**src/rtl/pong_ball_ctrl.sv**
```systemverilog
// ============================================================================
// pong_ball_ctrl
// ----------------------------------------------------------------------------
// Ball physics and scoring engine for Pong. Owns the authoritative ball
// position. Once per game tick it moves the ball. It bounces the ball off the
// top and bottom walls and off both paddle faces, and it detects misses. It
// also sequences the serve delay, the scoring and the final game-over state.
//
// Ports
//   clk        in   system clock
//   rst        in   synchronous, active-high reset
//   pause      in   suppresses game ticks while high (divider keeps running)
//   p1_pos_v   in   [9:0] top edge of the left paddle
//   p2_pos_v   in   [9:0] top edge of the right paddle
//   ball_pos_h out  [9:0] ball centre, horizontal
//   ball_pos_v out  [9:0] ball centre, vertical
//   score_p1   out  [3:0] left player score
//   score_p2   out  [3:0] right player score
//   game_over  out  level, high once a player has reached WIN_SCORE
//   hit_p1     out  one-clk pulse when the left paddle returns the ball
//   hit_p2     out  one-clk pulse when the right paddle returns the ball
//   point_p1   out  one-clk pulse when the left player scores
//   point_p2   out  one-clk pulse when the right player scores
//
// All outputs are registered. They change only on the edge that ends a tick
// cycle, except for reset, which takes effect on the next edge.
// ============================================================================
module pong_ball_ctrl #(
    parameter int unsigned TICK_DIV      = 2097152,
    parameter int unsigned SERVE_TICKS   = 60,
    parameter int unsigned WIN_SCORE     = 7,
    parameter int unsigned LEFT_BOUND    = 16,
    parameter int unsigned RIGHT_BOUND   = 624,
    parameter int unsigned TOP_BOUND     = 40,
    parameter int unsigned BOTTOM_BOUND  = 464,
    parameter int unsigned PADDLE_WIDTH  = 8,
    parameter int unsigned PADDLE_HEIGHT = 60,
    parameter int unsigned BALL_RADIUS   = 4,
    parameter int unsigned SPEED_H       = 3,
    parameter int unsigned SPEED_V       = 2
) (
    input  logic       clk,
    input  logic       rst,
    input  logic       pause,
    input  logic [9:0] p1_pos_v,
    input  logic [9:0] p2_pos_v,
    output logic [9:0] ball_pos_h,
    output logic [9:0] ball_pos_v,
    output logic [3:0] score_p1,
    output logic [3:0] score_p2,
    output logic       game_over,
    output logic       hit_p1,
    output logic       hit_p2,
    output logic       point_p1,
    output logic       point_p2
);

    // ------------------------------------------------------------------------
    // Derived constants. The comparisons are done 11 bits wide and are
    // written as additions only, so no intermediate value can underflow.
    // ------------------------------------------------------------------------
    localparam int unsigned DIV_W = (TICK_DIV > 1) ? $clog2(TICK_DIV) : 1;
    localparam int unsigned SC_W  = $clog2(SERVE_TICKS + 1);

    localparam logic [DIV_W-1:0] DIV_MAX   = DIV_W'(TICK_DIV - 1);
    localparam logic [SC_W-1:0]  SERVE_MAX = SC_W'(SERVE_TICKS - 1);

    localparam logic [10:0] C_CH   = 11'((LEFT_BOUND + RIGHT_BOUND) / 2);
    localparam logic [10:0] C_CV   = 11'((TOP_BOUND + BOTTOM_BOUND) / 2);
    localparam logic [10:0] C_LF   = 11'(LEFT_BOUND + PADDLE_WIDTH);
    localparam logic [10:0] C_RF   = 11'(RIGHT_BOUND - PADDLE_WIDTH);
    localparam logic [10:0] C_R    = 11'(BALL_RADIUS);
    localparam logic [10:0] C_SH   = 11'(SPEED_H);
    localparam logic [10:0] C_SV   = 11'(SPEED_V);
    localparam logic [10:0] C_TOP  = 11'(TOP_BOUND);
    localparam logic [10:0] C_BOT  = 11'(BOTTOM_BOUND);
    localparam logic [10:0] C_PHR  = 11'(PADDLE_HEIGHT + BALL_RADIUS);

    // Rest positions after a wall or paddle bounce.
    localparam logic [10:0] C_V_BOT_REST = 11'(BOTTOM_BOUND - BALL_RADIUS);
    localparam logic [10:0] C_V_TOP_REST = 11'(TOP_BOUND + BALL_RADIUS);
    localparam logic [10:0] C_H_RGT_REST = 11'(RIGHT_BOUND - PADDLE_WIDTH - BALL_RADIUS);
    localparam logic [10:0] C_H_LFT_REST = 11'(LEFT_BOUND + PADDLE_WIDTH + BALL_RADIUS);

    localparam logic [3:0] WIN = 4'(WIN_SCORE);

    typedef enum logic [1:0] {
        ST_SERVE     = 2'd0,
        ST_PLAY      = 2'd1,
        ST_GAME_OVER = 2'd2
    } state_t;

    // ------------------------------------------------------------------------
    // State registers
    // ------------------------------------------------------------------------
    state_t           state_q;
    logic [DIV_W-1:0] div_q;
    logic [SC_W-1:0]  serve_cnt_q;
    logic [9:0]       h_q;
    logic [9:0]       v_q;
    logic             dir_h_q;
    logic             dir_v_q;
    logic [3:0]       score1_q;
    logic [3:0]       score2_q;
    logic             game_over_q;
    logic             hit1_q;
    logic             hit2_q;
    logic             point1_q;
    logic             point2_q;

    // ------------------------------------------------------------------------
    // Tick generation. The divider free-runs; pause only masks the tick.
    // ------------------------------------------------------------------------
    logic tick;
    assign tick = (div_q == DIV_MAX) && !pause;

    // ------------------------------------------------------------------------
    // Physics for one PLAY tick, evaluated on the pre-tick position.
    // ------------------------------------------------------------------------
    logic [10:0] h_w;
    logic [10:0] v_w;
    logic [10:0] p1_w;
    logic [10:0] p2_w;

    assign h_w  = {1'b0, h_q};
    assign v_w  = {1'b0, v_q};
    assign p1_w = {1'b0, p1_pos_v};
    assign p2_w = {1'b0, p2_pos_v};

    logic       bot_hit;
    logic       top_hit;
    logic       right_edge;
    logic       left_edge;
    logic       p1_overlap;
    logic       p2_overlap;
    logic       miss_right;
    logic       miss_left;
    logic [9:0] v_d;
    logic       dir_v_d;
    logic [9:0] h_d;
    logic       dir_h_d;
    logic       hit1_d;
    logic       hit2_d;

    always_comb begin
        bot_hit    = dir_v_q  && ((v_w + C_R + C_SV) >= C_BOT);
        top_hit    = !dir_v_q && (v_w <= (C_TOP + C_R + C_SV));
        right_edge = dir_h_q  && ((h_w + C_R + C_SH) >= C_RF);
        left_edge  = !dir_h_q && (h_w <= (C_LF + C_R + C_SH));

        // Ball overlaps a paddle if its vertical extent touches the paddle
        // span; expressed with additions on both sides.
        p1_overlap = ((v_w + C_R) >= p1_w) && (v_w <= (p1_w + C_PHR));
        p2_overlap = ((v_w + C_R) >= p2_w) && (v_w <= (p2_w + C_PHR));

        miss_right = right_edge && !p2_overlap;
        miss_left  = left_edge  && !p1_overlap;

        // Vertical update
        v_d     = v_q;
        dir_v_d = dir_v_q;
        if (bot_hit) begin
            v_d     = C_V_BOT_REST[9:0];
            dir_v_d = 1'b0;
        end else if (top_hit) begin
            v_d     = C_V_TOP_REST[9:0];
            dir_v_d = 1'b1;
        end else if (dir_v_q) begin
            v_d = v_q + C_SV[9:0];
        end else begin
            // Safe: not at the top wall means v > TOP+R+SPEED_V.
            v_d = v_q - C_SV[9:0];
        end

        // Horizontal update. The miss cases are handled by the FSM, which
        // ignores these values when a miss occurs.
        h_d     = h_q;
        dir_h_d = dir_h_q;
        hit1_d  = 1'b0;
        hit2_d  = 1'b0;
        if (right_edge) begin
            if (p2_overlap) begin
                h_d     = C_H_RGT_REST[9:0];
                dir_h_d = 1'b0;
                hit2_d  = 1'b1;
            end
        end else if (left_edge) begin
            if (p1_overlap) begin
                h_d     = C_H_LFT_REST[9:0];
                dir_h_d = 1'b1;
                hit1_d  = 1'b1;
            end
        end else if (dir_h_q) begin
            h_d = h_q + C_SH[9:0];
        end else begin
            h_d = h_q - C_SH[9:0];
        end
    end

    // ------------------------------------------------------------------------
    // Game FSM with registered outputs
    // ------------------------------------------------------------------------
    always_ff @(posedge clk) begin
        if (rst) begin
            state_q     <= ST_SERVE;
            div_q       <= '0;
            serve_cnt_q <= '0;
            h_q         <= C_CH[9:0];
            v_q         <= C_CV[9:0];
            dir_h_q     <= 1'b1;
            dir_v_q     <= 1'b1;
            score1_q    <= 4'd0;
            score2_q    <= 4'd0;
            game_over_q <= 1'b0;
            hit1_q      <= 1'b0;
            hit2_q      <= 1'b0;
            point1_q    <= 1'b0;
            point2_q    <= 1'b0;
        end else begin
            // Pulses last one clock unless re-armed by this tick.
            hit1_q   <= 1'b0;
            hit2_q   <= 1'b0;
            point1_q <= 1'b0;
            point2_q <= 1'b0;

            if (div_q == DIV_MAX) begin
                div_q <= '0;
            end else begin
                div_q <= div_q + 1'b1;
            end

            if (tick) begin
                case (state_q)
                    ST_SERVE: begin
                        h_q <= C_CH[9:0];
                        v_q <= C_CV[9:0];
                        if (serve_cnt_q == SERVE_MAX) begin
                            serve_cnt_q <= '0;
                            state_q     <= ST_PLAY;
                        end else begin
                            serve_cnt_q <= serve_cnt_q + 1'b1;
                        end
                    end

                    ST_PLAY: begin
                        if (miss_right) begin
                            // Player 1 scores; relaunch toward player 2.
                            score1_q <= score1_q + 4'd1;
                            point1_q <= 1'b1;
                            h_q      <= C_CH[9:0];
                            v_q      <= C_CV[9:0];
                            dir_h_q  <= 1'b1;
                            dir_v_q  <= ~dir_v_q;
                            if ((score1_q + 4'd1) == WIN) begin
                                state_q     <= ST_GAME_OVER;
                                game_over_q <= 1'b1;
                            end else begin
                                state_q <= ST_SERVE;
                            end
                        end else if (miss_left) begin
                            // Player 2 scores; relaunch toward player 1.
                            score2_q <= score2_q + 4'd1;
                            point2_q <= 1'b1;
                            h_q      <= C_CH[9:0];
                            v_q      <= C_CV[9:0];
                            dir_h_q  <= 1'b0;
                            dir_v_q  <= ~dir_v_q;
                            if ((score2_q + 4'd1) == WIN) begin
                                state_q     <= ST_GAME_OVER;
                                game_over_q <= 1'b1;
                            end else begin
                                state_q <= ST_SERVE;
                            end
                        end else begin
                            h_q     <= h_d;
                            dir_h_q <= dir_h_d;
                            v_q     <= v_d;
                            dir_v_q <= dir_v_d;
                            hit1_q  <= hit1_d;
                            hit2_q  <= hit2_d;
                        end
                    end

                    ST_GAME_OVER: begin
                        // Frozen until reset.
                        game_over_q <= 1'b1;
                    end

                    default: begin
                        state_q <= ST_SERVE;
                    end
                endcase
            end
        end
    end

    assign ball_pos_h = h_q;
    assign ball_pos_v = v_q;
    assign score_p1   = score1_q;
    assign score_p2   = score2_q;
    assign game_over  = game_over_q;
    assign hit_p1     = hit1_q;
    assign hit_p2     = hit2_q;
    assign point_p1   = point1_q;
    assign point_p2   = point2_q;

endmodule
```
**config.mk**
```make
export PLATFORM = sky130hd
export DESIGN_NAME = pong_ball_ctrl
export DESIGN_NICKNAME = d
export VERILOG_FILES = /design/src/rtl/pong_ball_ctrl.sv
export SDC_FILE = /design/constraint.sdc
export NUM_CORES = 1
export LEC_CHECK = 0
export CAP_MARGIN = 20
export CORE_UTILIZATION = 52
export CTS_CLUSTER_SIZE = 24
export DETAILED_ROUTE_END_ITERATION = 6
export GPL_ROUTABILITY_DRIVEN = 1
export MAX_ROUTING_LAYER = met4
export PLACE_DENSITY_LB_ADDON = 0.05
export SYNTH_ARGS = -nofsm -noshare
export SYNTH_HDL_FRONTEND = slang
export SYNTH_SLANG_ARGS = --single-unit
```
**constraint.sdc**
```tcl
create_clock -name clk -period 3.2 [get_ports clk]
set_input_delay 0.32 -clock clk [delete_from_list [all_inputs] [get_ports clk]]
set_output_delay 0.32 -clock clk [all_outputs]
set_load 0.01 [all_outputs]
```
==> impl_metrics.tcl <==
set metrics [dict create \
    register_area_um2 1269 \
    fillers 797 \
    ir_worst_vdd_mv 0.2389 \
    clkTransAtPathRegs_ns 0.07 \
    crit_path_top_delay_cell "dfxtp_2" \
    synth_area_leader_cell "dfxtp_1" \
    netlist_area_um2 4922 \
    antenna_found_initial 0 \
    die_h_um 99.29 \
    synth_compound_area_frac 0.1754 \
    p_switching_uw 420.1 \
    syn_avg_cell_area_um2 8.043 \
    top_layer "met4" \
    fmax_ghz 0.3259 \
    wl_per_cell_um 15.38 \
    areaGrowthSynthToFinish_pct 24.02 \
    core-area_um2 9196 \
    synth_edf_count 0 \
    multi_input_area_um2 3460 \
    grt_max_degree 25 \
    first_pass_iters 4 \
    power_frac_clock 0.475 \
    syn_nets 698 \
    met1_length_um 6026 \
    hold_ws_ns 0.4695 \
    drive_above_1_share 0.1124 \
    drt-total-wl_um 12520 \
    fin_worst_skew_ns 0.01739 \
    path_buf_inv 2 \
    ctsHoldBuffers 0 \
    critPathTopFamily "simple AND/OR/NAND/NOR gates" \
    required_ns 3.46 \
    drc 0 \
    synth_top_area_share 0.2562 \
    min_period_over_period 0.9590 \
    io_pins 56 \
    synthAdderAreaFrac 0.1632 \
    htree_num_levels 3 \
    drtIter0Drc 182 \
    antenna_cells 0 \
    synth_top_family_by_area "simple AND/OR/NAND/NOR gates" \
    seqPwrFrac 0.440 \
    setup_viol 0 \
    most-common-layout-cells "66 x nor2_1, 60 x ha_1, 59 x dfxtp_1" \
    rows 35 \
    yosys_warnings 0 \
    crit_path_end_kind "register" \
    final_common_cell "nor2_1" \
    swShare 0.2325 \
    internal_power_mw 1.387 \
    vias 4685 \
    via_per_inst 5.756 \
    slew_headroom 0.5742 \
    critPathKind "register to register" \
    route.met3.wl_um 401 \
    crit_chain "buf_4 -> nand3_1 -> xnor2_2 -> ha_1 -> nand4_1 -> a211oi_1 -> o21ai_1 -> and4_1 -> a31o_2 -> nor3_4 -> buf_4 -> nand4bb_1 -> a31oi_1" \
    comb_power_share 0.085 \
    grt.overflow.total 0 \
    numCtsBuffers 9 \
    report.final.slew_viol_count 0 \
    ys_ff_latch 63 \
    critical_path.max_stage_delay_ns 0.39 \
    cap_violations 0 \
    synthMuxAreaShare 0.004067 \
    synthCells 612 \
    worstPathArrival_ns 3.33 \
    ys_types 68 \
    setup_tns_ns 0 \
    grt_util_all_layers 0.2654 \
    start_util 0.5352 \
    cellLeakagePower_nw 2.674 \
    hpwl_um 9670 \
    synth_seq_area_share 0.2562 \
    cts.sinks 63 \
    grt_pass1_vias 4373 \
    die_area_um2 9859 \
    ys_top_cells_by_area "dfxtp_1 26%, ha_1 16%, nor2_1 5.0%" \
    clk_latency_ns 0.35 \
    async_flop_share 0 \
    wl_met2_um 5870 \
    power_density_nw_per_um2 296.1 \
    post-route-min-period_ns 3.069 \
    tightest_slew_ns 0.6387 \
    grt_pass1_wl_um 20380 \
    cts_tree "built" \
    start_kind "register" \
    crit_path_max_fanout 12 \
    place.gp.congestion 0.8982 \
    synth_top_flop_cell "dfxtp_1" \
    cts_buffer_depth 2 \
    cts_root_buf "clkbuf_8" \
    worstHoldPathType "register to register" \
    hold_viol_final 0 \
    port_buffers 54 \
    status "finished, final reports clean" \
    synth-xor-area-share 0.09253 \
    synth-simple-area-share 0.2580 \
    fin_nets 784 \
    ant_nets 0 \
    die_w_um 99.29 \
    crit_top_cell "buf_4" \
]
[flip-flops by register name, indices dropped and copies added, names as in the netlist, 2 cells and up]
signal / cells
ball_pos_v: 9
state_q: 2
score_p2: 4
div_q: 21
score_p1: 4
serve_cnt_q: 6
ball_pos_h: 10
[repair_timing]
action	in CTS	in global routing
endpoints found under the setup margin	0	22
resized for setup	0	15
buffers inserted	0	2
[cells in the mapped netlist, drive strengths merged (9+ instances only)]
cell,number
a21oi,48
and3,12
clkbuf,9
dfxtp,63
ha,61
inv,42
nand2,48
nand2b,10
nand3,26
nand4,13
nor2,66
nor3,13
o21ai,22
xnor2,28
xor2,24
[cell type report]
type / instances / share of cell area
inverters: 42 / 0.02582
repair buffers: 92 / 0.1371
clock buffers: 10 / 0.02091
flip-flops and latches: 63 / 0.2078
well taps: 111 / 0.02275
multi-input cells: 490 / 0.5667
clock inverters: 6 / 0.01886
[metal layers]
metal,up-vias,GRT usage
met5,-,-
met4,0,0.08484
met3,18,0.02952
met2,103,0.4327
met1,2201,0.3445
li1,2363,-
[power by group through the flow]
stage	Clock [mW]	Combinational, mW	Sequential [mW]
floorplan	0	0.0869	0.810
global placement	0	0.146	0.814
detailed placement	0	0.150	0.814
CTS	0.871	0.151	0.795
global route	0.911	0.169	0.796
finish	0.858	0.154	0.795
[final timing paths]
path                                   start                          to  slack (ns)  cells after the start
setup / recovery  ball_pos_v[4]$_SDFFE_PP1P_  ball_pos_v[9]$_SDFFE_PP0P_        0.13                     13
hold / removal        game_over$_SDFFE_PP0P_      game_over$_SDFFE_PP0P_        0.47                      2
setup reg to reg  ball_pos_v[4]$_SDFFE_PP1P_  ball_pos_v[9]$_SDFFE_PP0P_        0.13                     13
hold reg to reg       game_over$_SDFFE_PP0P_      game_over$_SDFFE_PP0P_        0.47                      2
[stage by stage]
| step | std cells | utilization | total power, mW | setup slack, ns | instance area [µm²] |
|---|---|---|---|---|---|
| after global placement | 796 | 0.6293 | 0.9595 | -0.006525 | 5787 |
| after detailed placement | 796 | 0.6293 | 0.9635 | -0.1008 | 5787 |
| after CTS | 812 | 0.6556 | 1.818 | 0.02333 | 6030 |
| final | 814 | 0.6638 | 1.807 | 0.1311 | 6105 |
| after global routing | 814 | 0.6638 | 1.876 | -0.01955 | 6105 |
| after floorplan | 612 | - | 0.8964 | 0.02967 | 4926 |
[worst reg2reg max path: cells and delay by family, from the launching register on]
kind            cells  cell delay, ns
compound gates      4            0.84
xor+xnor            1            0.19
fa+ha+maj           1            0.30
buf+inv             2            0.39
flops               1            0.39
simple gates        5            0.89
[cell families after synthesis]
group / Yosys count
and+or+nand+nor: 238
AOI/OAI and AO/OA: 134
other: 1
adders and majority gates: 63
DFF: 63
buffers and inverters: 59
xor gates and xnor gates: 52
muxes: 2
No activity file was read; power rests on OpenSTA's default activity.
